===== src/rtl/approx_mult_pkg.sv =====
// ---------------------------------------------------------------------------
// approx_mult_pkg
// Shared definitions for the approximate multiplier pipeline.
//   prodWidth(w)    : product width for w-bit operands (2*w)
//   STAGES          : pipeline depth of approx_mult_pipe
//   colHeight(k, w) : number of partial-product bits that land in column k
//                     of a w x w unsigned multiplication
// ---------------------------------------------------------------------------
package approx_mult_pkg;

  localparam int STAGES = 3;

  function automatic int prodWidth(input int w);
    return 2 * w;
  endfunction

  // Columns 0..w-1 grow by one bit per column, columns w..2w-2 shrink again,
  // and the top column 2w-1 only ever receives carries.
  function automatic int colHeight(input int k, input int w);
    if ((k < 0) || (k > 2 * w - 2)) begin
      return 0;
    end
    if (k < w) begin
      return k + 1;
    end
    return 2 * w - 1 - k;
  endfunction

endpackage


===== src/rtl/approx_mult_pipe_if.sv =====
// ---------------------------------------------------------------------------
// approx_mult_pipe_if
// Streaming interface of approx_mult_pipe: operand side (in_*) and result
// side (out_*), each with a valid/ready handshake.
//   master : producer of operands / consumer of results
//   slave  : the multiplier itself
// Optional macro APPROX_ERR_MON_EN adds out_err (exact product - out_p).
// ---------------------------------------------------------------------------
interface approx_mult_pipe_if
  import approx_mult_pkg::*;
#(
  parameter int W     = 8,
  parameter int TAG_W = 4
);

  localparam int PW = prodWidth(W);

  logic             in_valid;
  logic             in_ready;
  logic [W-1:0]     in_a;
  logic [W-1:0]     in_b;
  logic             in_exact;
  logic [TAG_W-1:0] in_tag;

  logic             out_valid;
  logic             out_ready;
  logic [PW-1:0]    out_p;
  logic [TAG_W-1:0] out_tag;
`ifdef APPROX_ERR_MON_EN
  logic [PW-1:0]    out_err;

  modport master (
    output in_valid, in_a, in_b, in_exact, in_tag, out_ready,
    input  in_ready, out_valid, out_p, out_tag, out_err
  );

  modport slave (
    input  in_valid, in_a, in_b, in_exact, in_tag, out_ready,
    output in_ready, out_valid, out_p, out_tag, out_err
  );
`else
  modport master (
    output in_valid, in_a, in_b, in_exact, in_tag, out_ready,
    input  in_ready, out_valid, out_p, out_tag
  );

  modport slave (
    input  in_valid, in_a, in_b, in_exact, in_tag, out_ready,
    output in_ready, out_valid, out_p, out_tag
  );
`endif

endinterface


===== src/rtl/approx_col_reducer.sv =====
// ---------------------------------------------------------------------------
// approx_col_reducer
// Combinational partial-product reduction to a two-row (sum/carry) result.
//   i_pp    : partial-product matrix, i_pp[i][j] = b[i] & a[j] (weight i+j)
//   i_exact : 1 = reduce every column exactly
//   o_sum   : sum row, 2W bits
//   o_carry : carry row, 2W bits; o_sum + o_carry is the product
// Columns below APPROX_COLS are OR-compressed to a single bit (unless i_exact)
// and therefore never produce carries; the remaining columns go through a
// carry-save array of full adders.
// ---------------------------------------------------------------------------
module approx_col_reducer
  import approx_mult_pkg::*;
#(
  parameter int W           = 8,
  parameter int APPROX_COLS = 8
) (
  input  logic [W-1:0][W-1:0]        i_pp,
  input  logic                       i_exact,
  output logic [prodWidth(W)-1:0]    o_sum,
  output logic [prodWidth(W)-1:0]    o_carry
);

  localparam int PW = prodWidth(W);

  logic [PW-1:0] w_colOr;
  logic [PW-1:0] w_approxCol;

  // OR of every partial-product bit in each column. Row LO is the lowest row
  // that owns a bit in column k; walking up the rows walks down the columns
  // of operand a.
  for (genvar k = 0; k < PW; k++) begin : g_col
    localparam int H  = colHeight(k, W);
    localparam int LO = (k < W) ? 0 : k - W + 1;
    if (H > 0) begin : g_bits
      logic [H-1:0] w_bits;
      for (genvar h = 0; h < H; h++) begin : g_bit
        assign w_bits[h] = i_pp[LO+h][k-LO-h];
      end
      assign w_colOr[k] = |w_bits;
    end else begin : g_empty
      assign w_colOr[k] = 1'b0;
    end
  end

  // Column mode select: the low block is approximate unless the transaction
  // asked for an exact product.
  always_comb begin
    w_approxCol = '0;
    for (int k = 0; k < PW; k++) begin
      w_approxCol[k] = (k < APPROX_COLS) && !i_exact;
    end
  end

  // Carry-save accumulation. The OR row seeds the sum row; every exact row is
  // masked out of the approximate columns, so those columns only ever hold a
  // single nonzero bit and no carry can be generated into or out of them.
  // The carry out of the top column is dropped: the true total fits in 2W.
  always_comb begin
    logic [PW-1:0] row;
    logic [PW-1:0] s;
    logic [PW-1:0] c;
    logic [PW-1:0] t;
    row = '0;
    s   = w_colOr & w_approxCol;
    c   = '0;
    for (int i = 0; i < W; i++) begin
      row = (PW'(i_pp[i]) << i) & ~w_approxCol;
      t   = s ^ c ^ row;
      c   = ((s & c) | (s & row) | (c & row)) << 1;
      s   = t;
    end
    o_sum   = s;
    o_carry = c;
  end

endmodule


===== src/rtl/approx_mult_pipe.sv =====
// ---------------------------------------------------------------------------
// approx_mult_pipe
// Three-stage pipelined unsigned approximate multiplier with per-transaction
// exact/approximate mode and valid/ready streaming on both sides.
//   clk   : clock, rising edge
//   rst_n : asynchronous active-low reset, flushes every stage
//   bus   : approx_mult_pipe_if slave (in_* operands, out_* results)
// Stages: S1 partial-product matrix, S2 sum/carry rows, S3 final product.
// Optional macro APPROX_ERR_MON_EN carries the exact product down the pipe
// and drives out_err = exact - out_p alongside out_p.
// ---------------------------------------------------------------------------
module approx_mult_pipe
  import approx_mult_pkg::*;
#(
  parameter int W           = 8,
  parameter int APPROX_COLS = 8,
  parameter int TAG_W       = 4
) (
  input  logic              clk,
  input  logic              rst_n,
  approx_mult_pipe_if.slave bus
);

  localparam int PW = prodWidth(W);

  logic                  r_s1Valid;
  logic [W-1:0][W-1:0]   r_s1Pp;
  logic                  r_s1Exact;
  logic [TAG_W-1:0]      r_s1Tag;

  logic                  r_s2Valid;
  logic [PW-1:0]         r_s2Sum;
  logic [PW-1:0]         r_s2Carry;
  logic [TAG_W-1:0]      r_s2Tag;

  logic                  r_s3Valid;
  logic [PW-1:0]         r_s3P;
  logic [TAG_W-1:0]      r_s3Tag;

  logic                  w_s1Adv;
  logic                  w_s2Adv;
  logic                  w_s3Adv;
  logic [W-1:0][W-1:0]   w_pp;
  logic [PW-1:0]         w_sum;
  logic [PW-1:0]         w_carry;
  logic [PW-1:0]         w_finalP;

  // Backpressure chain: a stage may take new data when it is empty or its
  // current contents move on this cycle. Only valids and out_ready feed it.
  assign w_s3Adv     = !r_s3Valid || bus.out_ready;
  assign w_s2Adv     = !r_s2Valid || w_s3Adv;
  assign w_s1Adv     = !r_s1Valid || w_s2Adv;
  assign bus.in_ready = w_s1Adv;

  // Partial-product matrix: row i is operand a gated by bit i of operand b.
  always_comb begin
    w_pp = '0;
    for (int i = 0; i < W; i++) begin
      w_pp[i] = bus.in_b[i] ? bus.in_a : '0;
    end
  end

  // S1 captures the matrix, mode and tag whenever it is allowed to advance.
  always_ff @(posedge clk or negedge rst_n) begin
    if (!rst_n) begin
      r_s1Valid <= 1'b0;
      r_s1Pp    <= '0;
      r_s1Exact <= 1'b0;
      r_s1Tag   <= '0;
    end else if (w_s1Adv) begin
      r_s1Valid <= bus.in_valid;
      if (bus.in_valid) begin
        r_s1Pp    <= w_pp;
        r_s1Exact <= bus.in_exact;
        r_s1Tag   <= bus.in_tag;
      end
    end
  end

  approx_col_reducer #(
    .W           (W),
    .APPROX_COLS (APPROX_COLS)
  ) u_reducer (
    .i_pp    (r_s1Pp),
    .i_exact (r_s1Exact),
    .o_sum   (w_sum),
    .o_carry (w_carry)
  );

  // S2 holds the compressed two-row form of the product.
  always_ff @(posedge clk or negedge rst_n) begin
    if (!rst_n) begin
      r_s2Valid <= 1'b0;
      r_s2Sum   <= '0;
      r_s2Carry <= '0;
      r_s2Tag   <= '0;
    end else if (w_s2Adv) begin
      r_s2Valid <= r_s1Valid;
      if (r_s1Valid) begin
        r_s2Sum   <= w_sum;
        r_s2Carry <= w_carry;
        r_s2Tag   <= r_s1Tag;
      end
    end
  end

  assign w_finalP = r_s2Sum + r_s2Carry;

  // S3 is the output register; it only reloads when the result has been
  // taken (or was never valid), so a stalled result stays put.
  always_ff @(posedge clk or negedge rst_n) begin
    if (!rst_n) begin
      r_s3Valid <= 1'b0;
      r_s3P     <= '0;
      r_s3Tag   <= '0;
    end else if (w_s3Adv) begin
      r_s3Valid <= r_s2Valid;
      if (r_s2Valid) begin
        r_s3P   <= w_finalP;
        r_s3Tag <= r_s2Tag;
      end
    end
  end

  assign bus.out_valid = r_s3Valid;
  assign bus.out_p     = r_s3P;
  assign bus.out_tag   = r_s3Tag;

`ifdef APPROX_ERR_MON_EN
  logic [PW-1:0] r_s1Prod;
  logic [PW-1:0] r_s2Prod;
  logic [PW-1:0] r_s3Err;

  // Error monitor: the exact product rides along with the same enables as
  // the main datapath. In exact mode w_finalP equals the product, so the
  // reported error is zero without any special casing.
  always_ff @(posedge clk or negedge rst_n) begin
    if (!rst_n) begin
      r_s1Prod <= '0;
      r_s2Prod <= '0;
      r_s3Err  <= '0;
    end else begin
      if (w_s1Adv && bus.in_valid) begin
        r_s1Prod <= PW'(bus.in_a) * PW'(bus.in_b);
      end
      if (w_s2Adv && r_s1Valid) begin
        r_s2Prod <= r_s1Prod;
      end
      if (w_s3Adv && r_s2Valid) begin
        r_s3Err <= r_s2Prod - w_finalP;
      end
    end
  end

  assign bus.out_err = r_s3Err;
`endif

endmodule


===== src/flat_wrapper.sv =====
// flat-port wrapper written by rule: the top's interface ports become plain ports
module approx_mult_pipe_flat import approx_mult_pkg::*;
#(
  parameter int W           = 8,
  parameter int APPROX_COLS = 8,
  parameter int TAG_W       = 4
)
  (clk, rst_n, bus_in_valid, bus_in_a, bus_in_b, bus_in_exact, bus_in_tag, bus_out_ready, bus_in_ready, bus_out_valid, bus_out_p, bus_out_tag);
  approx_mult_pipe_if #(.W(W), .TAG_W(TAG_W)) bus_i ();
  input  logic clk;
  input  logic rst_n;
  input wire logic [$bits(bus_i.in_valid)-1:0] bus_in_valid;
  input wire logic [$bits(bus_i.in_a)-1:0] bus_in_a;
  input wire logic [$bits(bus_i.in_b)-1:0] bus_in_b;
  input wire logic [$bits(bus_i.in_exact)-1:0] bus_in_exact;
  input wire logic [$bits(bus_i.in_tag)-1:0] bus_in_tag;
  input wire logic [$bits(bus_i.out_ready)-1:0] bus_out_ready;
  output wire logic [$bits(bus_i.in_ready)-1:0] bus_in_ready;
  output wire logic [$bits(bus_i.out_valid)-1:0] bus_out_valid;
  output wire logic [$bits(bus_i.out_p)-1:0] bus_out_p;
  output wire logic [$bits(bus_i.out_tag)-1:0] bus_out_tag;
  assign bus_i.in_valid = bus_in_valid;
  assign bus_i.in_a = bus_in_a;
  assign bus_i.in_b = bus_in_b;
  assign bus_i.in_exact = bus_in_exact;
  assign bus_i.in_tag = bus_in_tag;
  assign bus_i.out_ready = bus_out_ready;
  assign bus_in_ready = bus_i.in_ready;
  assign bus_out_valid = bus_i.out_valid;
  assign bus_out_p = bus_i.out_p;
  assign bus_out_tag = bus_i.out_tag;
  approx_mult_pipe #(.W(W), .APPROX_COLS(APPROX_COLS), .TAG_W(TAG_W)) u_core (.clk(clk), .rst_n(rst_n), .bus(bus_i));
endmodule

===== config.mk =====
export PLATFORM = sky130hd
export DESIGN_NAME = approx_mult_pipe_flat
export DESIGN_NICKNAME = d
export VERILOG_FILES = /design/src/rtl/approx_mult_pkg.sv /design/src/rtl/approx_mult_pipe_if.sv /design/src/rtl/approx_col_reducer.sv /design/src/rtl/approx_mult_pipe.sv /design/src/flat_wrapper.sv
export SDC_FILE = /design/constraint.sdc
export NUM_CORES = 1
export LEC_CHECK = 0
export CAP_MARGIN = 10
export CELL_PAD_IN_SITES_DETAIL_PLACEMENT = 0
export CELL_PAD_IN_SITES_GLOBAL_PLACEMENT = 1
export CORE_ASPECT_RATIO = 1.75
export CORE_MARGIN = 4
export CORE_UTILIZATION = 48
export CTS_BUF_LIST = sky130_fd_sc_hd__clkbuf_8
export DETAILED_ROUTE_END_ITERATION = 6
export PLACE_DENSITY = 0.93
export REMOVE_ABC_BUFFERS = 1
export SKIP_LAST_GASP = 1
export SLEW_MARGIN = 10
export SYNTH_ARGS = -nofsm -noshare
export SYNTH_HDL_FRONTEND = slang
export SYNTH_HIERARCHICAL = 1
export SYNTH_SLANG_ARGS = --single-unit

===== constraint.sdc =====
create_clock -name clk -period 5.7 [get_ports clk]
set_input_delay 0.57 -clock clk [delete_from_list [all_inputs] [get_ports clk]]
set_output_delay 0.57 -clock clk [all_outputs]
set_load 0.03 [all_outputs]

==> out/qor.txt, run 1 <==
Status: completed
Die X: 102 µm
Number of synthesized flops with an enable pin: 0
Worst Setup Start Kind: flip-flop
I/O pins: 47
Seq cells post-synth: 128
Share of power burned in registers: 33.9%
Die Area: 17,500 µm²
Initial Util: 49.2%
Reg-to-Reg Start: u_core/r_s1Pp[21]$_DFFE_PN0P_
Gr usage total: 18.4%
Total Routed Length: 14.6 mm
Net switching power: 1.40 mW
Fmax: 0.192 GHz
Kind of critical path: reg -> reg
Vias in the first global route: 5,303
CP startpoint: u_core/r_s1Pp[21]$_DFFE_PN0P_
Mean Syn Cell Area: 10.2 µm²
Final slew viol count: 0
Internal: 2.28 mW
Layout cell share with drive strength beyond 1: 11.1%
Post-DP HPWL: 10.7 mm
Setup_tns: 0 ns
Worst skew pair latency: 0.43 ns
Fin nets: 853
Lkg Pwr: 3.77 nW
Critical path cell sequence: nor4_1 > a21oi_1 > ha_1 > inv_1 > fa_1 > fa_1 > fa_1 > fa_1 > fa_1 > fa_1 > inv_1 > fa_1 > mux2_2
1st-iter DRT viols: 216
Async SR Flop Fraction: 100%
Slowest stage delay, CP: 0.54 ns
Primary FF master, synth: dfrtp_1
Leading cell types in the layout, fill and taps excluded: nand2_1, dfrtp_1, o21ai_0, fa_1, clkdlybuf4s50_1
Sequential area share after synthesis: 43.5%
Initial antenna violation count: 0
Clock skew: 0.0125 ns
Routed vias: 5,065
Post_cts resized: 0
Avg WL per Cell: 15.5 µm
Hold Buf Count CTS: 0
Critical path peak fanout: 3
Clock Power Share: 21.2%
I/O Buffers: 46
Ys Warns: 6
Crit path arrival time: 5.52 ns
Multi-input logic area: 3810 µm²
# DRC: 0
Clock period minus worst slack: 5.21 ns
Synth top area share: 43.5%
CTS tree: done
Final hold vios: 0
Synth Cell Area: 7370 µm²
Area leader, netlist: dfrtp_1
Hold WC Path Type: in -> async
PwrDens: 445 nW/µm²
Worst EP required: 6.01 ns
Num Clock Sinks: 128
CTS clk-pin slew, worst paths: 0.08 ns
Most frequent cell on the critical path: fa_1
Final setup viols: 0
Reported max-cap violation count: 0
Via-per-instance ratio: 5.37
Synth top area cells: dfrtp_1, fa_1, nand2_1
Area Overhead vs Synth: 11.9%
Final ANT Viol Nets: 0
Post-synth cell types: 51
Most common cell after layout, fill and taps aside: nand2_1
Diode count: 0
Global route total overflow: 0
Clk root buf: clkbuf_8
Layout fillers: 1,274
Largest net degree at the start of global routing: 102
H-tree depth: 4
Relative slew slack: 30.7%
Clock buffer count from CTS: 17
R2r setup slk: 0.49 ns
End of the worst register-to-register path: u_core/r_s2Sum[7]$_DFFE_PN0P_
Crit share post-route: 91.3%
Total Power: 3.67 mW
Setup bufs post-CTS: 0
Global-route wire length before repair: 25.3 mm
Gpl congestion: 0.875
Measured slew at the worst slew-check pin: 1.04 ns
CTS Buffer Depth: 2
Sw Ratio: 38.0%
CP max stage cell: fa_1
RSZ-0062 raised after global routing: false
CP endpoint kind: flip-flop
Core area: 15,000 µm²
Row count: 59
Reg2reg path depth: 13
Maximum VDD drop: 0.000211 V
Die H: 172 µm
Initial DRT Pass Iterations: 5
Synth Instances: 725
Storage element area: 3200 µm²
Comb pwr share: 44.8%
[Yosys cell counts, types with 2 or more instances]
| cell type | instances |
|---|---|
| nand2_1 | 184 |
| dfrtp_1 | 128 |
| o21ai_0 | 78 |
| fa_1 | 50 |
| mux2_2 | 41 |
| inv_1 | 32 |
| ha_1 | 30 |
| and2_1 | 22 |
| buf_2 | 18 |
| buf_1 | 16 |
| a21oi_1 | 14 |
| nor2_1 | 12 |
| nand3_1 | 10 |
| buf_4 | 9 |
| clkbuf_1 | 7 |
| nand2b_1 | 7 |
| nor4_1 | 6 |
| xnor2_1 | 6 |
| nor3_1 | 5 |
| nand4_1 | 4 |
| a211oi_1 | 3 |
| o211ai_1 | 3 |
| o21a_1 | 3 |
| or3_1 | 3 |
| a221oi_1 | 2 |
| a2bb2oi_1 | 2 |
| a41oi_1 | 2 |
| buf_6 | 2 |
| clkbuf_2 | 2 |
| nor2b_1 | 2 |
| xor2_1 | 2 |
[per-stage QoR]
stage	std cells	instance area (µm²)	worst slack, ns	hold slack [ns]	util [%]
2_1_floorplan	679	7120	0.476	0.274	-
3_3_place_gp	912	7850	0.597	0.441	52.4
3_5_place_dp	912	7850	0.517	0.458	52.4
4_1_cts	943	8250	0.470	0.347	55.0
5_1_grt	943	8250	0.270	0.377	55.0
6_report	943	8250	0.494	0.306	55.0
[state kept, by name, indices dropped and copies added, names as in the netlist]
signal                count
u_core/r_s1Pp            64
u_core/bus.out_p         16
u_core/r_s2Carry         16
u_core/r_s2Sum           16
u_core/bus.out_tag        4
u_core/r_s1Tag            4
u_core/r_s2Tag            4
u_core/bus.out_valid      1
u_core/r_s1Exact          1
u_core/r_s1Valid          1
u_core/r_s2Valid          1
[metal layers]
layer	up-vias	GRT usage (%)	share of wire, %
met3	30	3.47	3.2
met4	0	7.35	2.4
met5	-	0	0
met1	2509	21.0	39
met2	105	33.3	56
li1	2421	-	-
[power by group through the flow]
| stage | registers, mW | logic [mW] | clock network (mW) |
|---|---|---|---|
| finish | 1.25 | 1.65 | 0.780 |
| global route | 1.28 | 1.87 | 0.848 |
| CTS | 1.25 | 1.66 | 0.800 |
| detailed placement | 1.27 | 1.65 | 0 |
| global placement | 1.26 | 1.59 | 0 |
| floorplan | 1.37 | 1.08 | 0 |
[logic make-up after synthesis]
kind of cell	share of synthesized area (%)
AND/OR/NAND/NOR	15.6
flip-flops	43.5
AO/OA/AOI/OAI	9.46
buffers and inverters	5.38
adder cells (fa/ha/maj)	18.7
multiplexers	6.40
XOR/XNOR	0.951
other	0.0509
[critical path: cells and delay by family, from the launching register on]
family | cells | cell delay (ns)
and+or+nand+nor | 1 | 0.30
AOI/OAI and AO/OA | 1 | 0.12
adders and majority gates | 8 | 3.89
muxes | 1 | 0.28
DFF | 1 | 0.40
buffers and inverters | 2 | 0.10
[final cells by class]
type,count,share of cell area [%]
inverters,32,1.46
flip-flops and latches,128,38.8
clock buffers,21,3.50
well taps,183,2.78
clock inverters,10,1.35
multi-input cells,519,46.2
repair buffers,50,5.92
[worst max path at each step]
stage                                               end  slack, ns  depth (start not counted)
after global routing      u_core/r_s2Sum[7]$_DFFE_PN0P_       0.27                         13
after detailed placement  u_core/r_s2Sum[7]$_DFFE_PN0P_       0.52                         13
after CTS                 u_core/r_s2Sum[7]$_DFFE_PN0P_       0.47                         13
after global placement    u_core/r_s2Sum[7]$_DFFE_PN0P_       0.60                         13
after floorplan           u_core/r_s2Sum[7]$_DFFE_PN0P_       0.48                         12
final                     u_core/r_s2Sum[7]$_DFFE_PN0P_       0.49                         13
No activity file was read; power rests on OpenSTA's default activity.
==> run 2: changes to the inputs <==
ABC_CLOCK_PERIOD_IN_PS = 5700   (was not set)
CAP_MARGIN = 20   (was 10)
==> out/qor.txt, run 2 (synthesis results as in run 1) <==
Crit share post-route: 91.3%
Final hold vios: 0
Initial antenna violation count: 0
Die H: 172 µm
Routed vias: 5,052
Largest net degree at the start of global routing: 102
CTS tree: done
Relative slew slack: 33.8%
Layout cell share with drive strength beyond 1: 11.2%
Gpl congestion: 0.875
Global-route wire length before repair: 25.3 mm
Clock buffer count from CTS: 17
Status: completed
Critical path peak fanout: 3
Setup_tns: 0 ns
Via-per-instance ratio: 5.35
Sw Ratio: 38.0%
Core area: 15,000 µm²
Post_cts resized: 0
Worst EP required: 6.01 ns
Maximum VDD drop: 0.000212 V
Max FFs per register: 64
Clock Power Share: 21.2%
Clock period minus worst slack: 5.21 ns
Diode count: 0
Storage element area: 3200 µm²
CTS Buffer Depth: 2
PwrDens: 444 nW/µm²
Worst Setup Start Kind: flip-flop
Final setup viols: 0
Clk root buf: clkbuf_8
Row count: 59
Fmax: 0.192 GHz
Gr usage total: 18.4%
Global route total overflow: 0
Final ANT Viol Nets: 0
Avg WL per Cell: 15.5 µm
Clock skew: 0.0120 ns
1st-iter DRT viols: 249
Die X: 102 µm
Hold WC Path Type: in -> async
Hold Buf Count CTS: 0
Internal: 2.28 mW
Hold_ws: 0.123 ns
Die Area: 17,500 µm²
Reported max-cap violation count: 0
Multi-input logic area: 3810 µm²
Crit path arrival time: 5.52 ns
Setup bufs post-CTS: 0
Num Clock Sinks: 128
Leading cell types in the layout, fill and taps excluded: nand2_1, dfrtp_1, o21ai_0, fa_1, clkdlybuf4s50_1
Comb pwr share: 44.8%
Area Overhead vs Synth: 12.2%
Vias in the first global route: 5,303
Fin nets: 854
Net switching power: 1.40 mW
# DRC: 0
Total Routed Length: 14.6 mm
Layout fillers: 1,270
RSZ-0062 raised after global routing: false
I/O Buffers: 46
Kind of critical path: reg -> reg
Lkg Pwr: 3.78 nW
Top reg by flops: u_core/r_s1Pp
Initial Util: 49.2%
Final slew viol count: 0
Post-DP HPWL: 10.7 mm
Worst skew pair latency: 0.43 ns
I/O pins: 47
Initial DRT Pass Iterations: 5
Most common cell after layout, fill and taps aside: nand2_1
CP endpoint kind: flip-flop
Share of power burned in registers: 34.0%
Measured slew at the worst slew-check pin: 0.991 ns
CTS clk-pin slew, worst paths: 0.08 ns
H-tree depth: 4
-- run 2: cell count changes in the layout (fill, tap and decap cells not counted), sizes merged --
cell	before	now
buf	5	6
-- run 2: cell type report --
cell class / instances / area share (%)
Multi-Input combinational cell: 519 / 46.1
Sequential cell: 128 / 38.7
Timing Repair Buffer: 51 / 6.14
Clock buffer: 21 / 3.50
Tap cell: 183 / 2.77
Inverter: 32 / 1.45
Clock inverter: 10 / 1.35
-- run 2: path summary, 6_finish.rpt --
path / start / endpoint / slack, ns / cells past startpoint
min in group clk: u_core/bus.out_p[0]$_DFFE_PN0P_ / u_core/bus.out_p[0]$_DFFE_PN0P_ / 0.48 / 2
max in group asynchronous: rst_n / u_core/bus.out_p[0]$_DFFE_PN0P_ / 4.53 / 2
min reg2reg: u_core/bus.out_p[0]$_DFFE_PN0P_ / u_core/bus.out_p[0]$_DFFE_PN0P_ / 0.48 / 2
min: rst_n / u_core/r_s1Pp[39]$_DFFE_PN0P_ / 0.12 / 1
max reg2reg: u_core/r_s1Pp[42]$_DFFE_PN0P_ / u_core/r_s2Sum[7]$_DFFE_PN0P_ / 0.49 / 13
max: u_core/r_s1Pp[42]$_DFFE_PN0P_ / u_core/r_s2Sum[7]$_DFFE_PN0P_ / 0.49 / 13
-- run 2: critical path: stages, from the launching register on --
cell and delay [ns]:
dfrtp_1 0.41, nor4_1 0.29, a21oi_1 0.12, ha_1 0.30
inv_1 0.05, fa_1 0.51, fa_1 0.52, fa_1 0.52
fa_1 0.52, fa_1 0.52, fa_1 0.54, inv_1 0.05
fa_1 0.47, mux2_2 0.28
-- run 2: power by group through the flow --
stage               clock network, mW  logic, mW  registers [mW]
floorplan                           0       1.08            1.37
global placement                    0       1.59            1.26
detailed placement                  0       1.65            1.27
CTS                             0.800       1.66            1.25
global route                    0.848       1.87            1.28
finish                          0.780       1.65            1.25
-- run 2: routing by layer --
layer / track usage (%) / share of wire, % / routed length, µm
met5: 0 / 0 / 0
met4: 7.35 / 2.4 / 350
met3: 3.47 / 3.3 / 478
met2: 33.3 / 56 / 8130
met1: 21.0 / 39 / 5660
-- run 2: stage by stage --
| stage | instance area, µm² | util, % | std cells | power [mW] | worst slack (ns) |
|---|---|---|---|---|---|
| floorplan | 7120 | - | 679 | 2.45 | 0.476 |
| global placement | 7850 | 52.4 | 912 | 2.84 | 0.597 |
| detailed placement | 7850 | 52.4 | 912 | 2.92 | 0.517 |
| CTS | 8250 | 55.0 | 943 | 3.71 | 0.470 |
| global route | 8270 | 55.2 | 944 | 3.99 | 0.270 |
| finish | 8270 | 55.2 | 944 | 3.67 | 0.495 |
==> run 3: changes to the inputs <==
CORE_ASPECT_RATIO = 1.4   (was 1.75)
==> out/qor.txt, run 3 (synthesis results as in run 1) <==
Avg WL per Cell: 15.2 µm
Global-route wire length before repair: 24.9 mm
Worst skew pair latency: 0.42 ns
Die H: 155 µm
Crit share post-route: 92.2%
Measured slew at the worst slew-check pin: 0.970 ns
Layout fillers: 1,303
Final slew viol count: 0
Final non-filler cell area: 8320 µm²
Dpl cells: 921
Num Clock Sinks: 128
Final setup viols: 0
Finished Layout Cells: 953
Buf/Inv on CP: 2
Top reg by flops: u_core/r_s1Pp
Global route total overflow: 0
CP startpoint: u_core/r_s1Pp[21]$_DFFE_PN0P_
Initial DRT Pass Iterations: 4
Clock period minus worst slack: 5.25 ns
Clk root buf: clkbuf_8
Kind of critical path: reg -> reg
Die Area: 17,400 µm²
Reported max-cap violation count: 0
Largest net degree at the start of global routing: 94
Most frequent cell on the critical path: fa_1
Worst EP required: 6.00 ns
Clock buffer count from CTS: 17
1st-iter DRT viols: 378
Maximum VDD drop: 0.000251 V
Crit path arrival time: 5.56 ns
R2r setup slk: 0.45 ns
I/O Buffers: 46
Max FFs per register: 64
Sw Ratio: 37.3%
Reg-to-Reg Start: u_core/r_s1Pp[21]$_DFFE_PN0P_
Worst Setup Start Kind: flip-flop
Routed vias: 5,043
Internal: 2.35 mW
CTS tree: done
Share of power burned in registers: 33.5%
Final hold vios: 0
Gr usage total: 17.6%
Post_cts resized: 0
Fin nets: 853
Multi-input logic area: 3810 µm²
CTS Buffer Depth: 2
Comb pwr share: 43.7%
Layout cell share with drive strength beyond 1: 11.3%
Gpl congestion: 0.845
Critical path cell sequence: nor4_1 > a21oi_1 > ha_1 > inv_1 > fa_1 > fa_1 > fa_1 > fa_1 > fa_1 > fa_1 > inv_1 > fa_1 > mux2_2
Diode count: 0
Final ANT Viol Nets: 0
Most common cell after layout, fill and taps aside: nand2_1
Fmax: 0.190 GHz
Lkg Pwr: 3.78 nW
Hold_ws: 0.298 ns
Hold Buf Count CTS: 0
Die X: 113 µm
CP endpoint kind: flip-flop
Storage element area: 3200 µm²
Via-per-instance ratio: 5.29
Vias in the first global route: 5,238
RSZ-0062 raised after global routing: false
Delay-heaviest family, CP: adder cells
Hold WC Path Type: in -> async
Slowest stage delay, CP: 0.54 ns
Initial Util: 49.0%
Clock Power Share: 22.9%
Status: completed
Net switching power: 1.40 mW
Total Routed Length: 14.5 mm
Row count: 53
Core area: 15,100 µm²
Critical path peak fanout: 3
# DRC: 0
H-tree depth: 4
Setup bufs post-CTS: 0
Leading cell types in the layout, fill and taps excluded: nand2_1, dfrtp_1, o21ai_0, fa_1, clkdlybuf4s50_1
Clock skew: 0.00988 ns
Relative slew slack: 35.2%
CP max stage cell: fa_1
Area Overhead vs Synth: 12.9%
PwrDens: 450 nW/µm²
Post-DP HPWL: 10.6 mm
Setup_tns: 0 ns
Initial antenna violation count: 0
I/O pins: 47
Placed cell areas: 7870 µm²
CTS clk-pin slew, worst paths: 0.08 ns
==> run 3: changes by cell type in the layout (fill, tap and decap cells not counted), sizes merged <==
cell,previous run,this run
buf,6,5
bufinv,2,4
clkbuf,21,19
clkinvlp,5,7
inv,33,32
==> run 3: power groups by stage <==
stage | Clock, mW | Combinational, mW | Sequential, mW
floorplan | 0 | 1.08 | 1.37
global placement | 0 | 1.59 | 1.26
detailed placement | 0 | 1.64 | 1.28
CTS | 0.880 | 1.65 | 1.26
global route | 0.923 | 1.85 | 1.28
finish | 0.856 | 1.64 | 1.25
==> run 3: stage by stage <==
stage               setup WS (ns)  total power [mW]  util (%)
floorplan                   0.476              2.45         -
global placement            0.607              2.85      52.3
detailed placement          0.463              2.92      52.3
CTS                         0.440              3.79      55.3
global route                0.325              4.05      55.3
finish                      0.446              3.75      55.3
==> run 3: per-layer routing <==
| layer | track usage, % | vias up | share of wire (%) | wire (µm) |
|---|---|---|---|---|
| li1 | - | 2417 | - | - |
| met1 | 20.9 | 2509 | 41 | 5920 |
| met2 | 31.7 | 96 | 54 | 7860 |
| met3 | 2.97 | 21 | 2.8 | 405 |
| met4 | 6.64 | 0 | 1.9 | 274 |
| met5 | 0 | - | 0 | 0 |
==> run 3: area by class of cell <==
type                    count  share of cell area [%]
flip-flops and latches    128                    38.5
clock buffers              19                    3.14
multi-input cells         519                    45.8
inverters                  32                    1.44
well taps                 192                    2.89
repair buffers             50                    6.02
clock inverters            13                    2.24
==> run 3: final timing paths <==
path,cells after the start,endpoint
worst max-delay path,13,u_core/r_s2Sum[7]$_DFFE_PN0P_
worst min-delay path,1,u_core/r_s1Pp[24]$_DFFE_PN0P_
worst max register to register,13,u_core/r_s2Sum[7]$_DFFE_PN0P_
worst min register to register,2,u_core/bus.out_tag[3]$_DFFE_PN0P_
max in group asynchronous,2,u_core/r_s2Carry[5]$_DFFE_PN0P_
min in group clk,2,u_core/bus.out_tag[3]$_DFFE_PN0P_
==> edit: new RTL, config.mk and constraints of run 1 <==
`TAG_W` is set to 4 in 3 places; all go to 3.
--- a/src/rtl/approx_mult_pipe_if.sv
+++ b/src/rtl/approx_mult_pipe_if.sv
@@ -12,3 +12,3 @@
   parameter int W     = 8,
-  parameter int TAG_W = 4
+  parameter int TAG_W = 3
 );
--- a/src/rtl/approx_mult_pipe.sv
+++ b/src/rtl/approx_mult_pipe.sv
@@ -16,3 +16,3 @@
   parameter int APPROX_COLS = 8,
-  parameter int TAG_W       = 4
+  parameter int TAG_W       = 3
 ) (
--- a/src/flat_wrapper.sv
+++ b/src/flat_wrapper.sv
@@ -5,3 +5,3 @@
   parameter int APPROX_COLS = 8,
-  parameter int TAG_W       = 4
+  parameter int TAG_W       = 3
 )
Ports: changed (resized bus_in_tag and bus_out_tag); port bits go from 47 to 45. The function was not compared with the original's and may differ.
==> edit against run 1 <==
Via count fell by 2.1%; sequential cell count fell by 3; total power rose by 1.6%; routed wire length fell by 1.6%; area after synthesis fell by 1.5%; setup slack got worse by 0.052 ns; non-clock buffer count fell by 2; final area fell by 0.80%; maximum frequency fell by 0.98%; clock skew rose by 0.0029 ns; critical path depth did not move; critical path type unchanged; critical endpoint unchanged.
==> edit: results <==
{
  "r2r_slack_ns": 0.44,
  "p_sw_mw": 1.38,
  "final_net_count": 842,
  "first_pass_iters": 4,
  "n_fill_cell": 1281,
  "hpwl_um": 10600,
  "seq_power_share": 0.328,
  "drt_iter0_drc": 144,
  "track_usage": 0.181,
  "cts_sinks": 125,
  "dr_total_vias": 4958,
  "routedWlPerCell_um": 15.4,
  "finalPower_mw": 3.73,
  "power_density_nw_per_um2": 456,
  "outcome": "finished clean",
  "globalplace.congestion": 0.886,
  "multi_input_area_share": 0.461,
  "numPortBuffers": 44,
  "nMultiInputCombCells": 514,
  "grt_start_max_net_pins": 104,
  "ir_drop_uv": 176,
  "drive_gt1_frac": 0.111,
  "yosys-top-cells-area": "dfrtp_1 43%, fa_1 14%, nand2_1 9.4%",
  "seq_area_frac_synth": 0.431,
  "ys_top_cells_by_count": "181 x nand2_1, 125 x dfrtp_1, 78 x o21ai_0",
  "clock-skew-final_ns": 0.0154,
  "buf_share": 0.0572,
  "seq_share": 0.382,
  "clock_buffers": 22,
  "layout.non_clock_buffers": 48,
  "hold_ws_ns": 0.335,
  "power_leakage_nw": 3.74
}
edit: changes by cell type after synthesis, sizes merged:
cell / run 1 / this run
nand2: 184 / 181
mux2: 41 / 39
dfrtp: 128 / 125
edit: cells by family (layout without fill, tap and decap cells):
logic type,Yosys count,in the layout,synth area share
AND/OR/NAND/NOR,258,258,0.157
AO/OA/AOI/OAI,119,119,0.0960
flip-flops,125,125,0.431
buffers and inverters,86,112,0.0548
adder cells (fa/ha/maj),80,80,0.190
XOR/XNOR,8,8,0.00965
other,1,9,0.000516
multiplexers,40,40,0.0619
edit: final timing paths:
kind,from,end,cells after the start
min,rst_n,u_core/r_s1Pp[39],1
max,u_core/r_s1Exact,u_core/r_s2Sum[7],13
min in group clk,u_core/r_s2Tag[0],u_core/bus.out_tag[0],2
max in group asynchronous,rst_n,u_core/r_s1Pp[2],2
max reg2reg,u_core/r_s1Exact,u_core/r_s2Sum[7],13
min reg2reg,u_core/r_s2Tag[0],u_core/bus.out_tag[0],2
edit: layer usage:
| metal | GRT usage | vias up | wire (µm) |
|---|---|---|---|
| met3 | 0.0310 | 21 | 464 |
| met2 | 0.330 | 97 | 7970 |
| li1 | - | 2393 | - |
| met4 | 0.0781 | 0 | 377 |
| met1 | 0.204 | 2447 | 5580 |
| met5 | 0 | - | 0 |
edit: critical path, cell delays in order (launching register included):
cell and delay, ns:
dfrtp_1 0.65, buf_4 0.34, and2_1 0.19, ha_1 0.27, fa_1 0.47, fa_1 0.40, fa_1 0.43, fa_1 0.55
inv_1 0.06, fa_1 0.45, fa_1 0.53, inv_1 0.06, fa_1 0.45, mux2_2 0.27
edit: through the flow:
step	instances	setup slack, ns
final	934	0.442
after global routing	934	0.239
after CTS	934	0.441
after detailed placement	902	0.463
after global placement	902	0.595
after floorplan	671	0.476
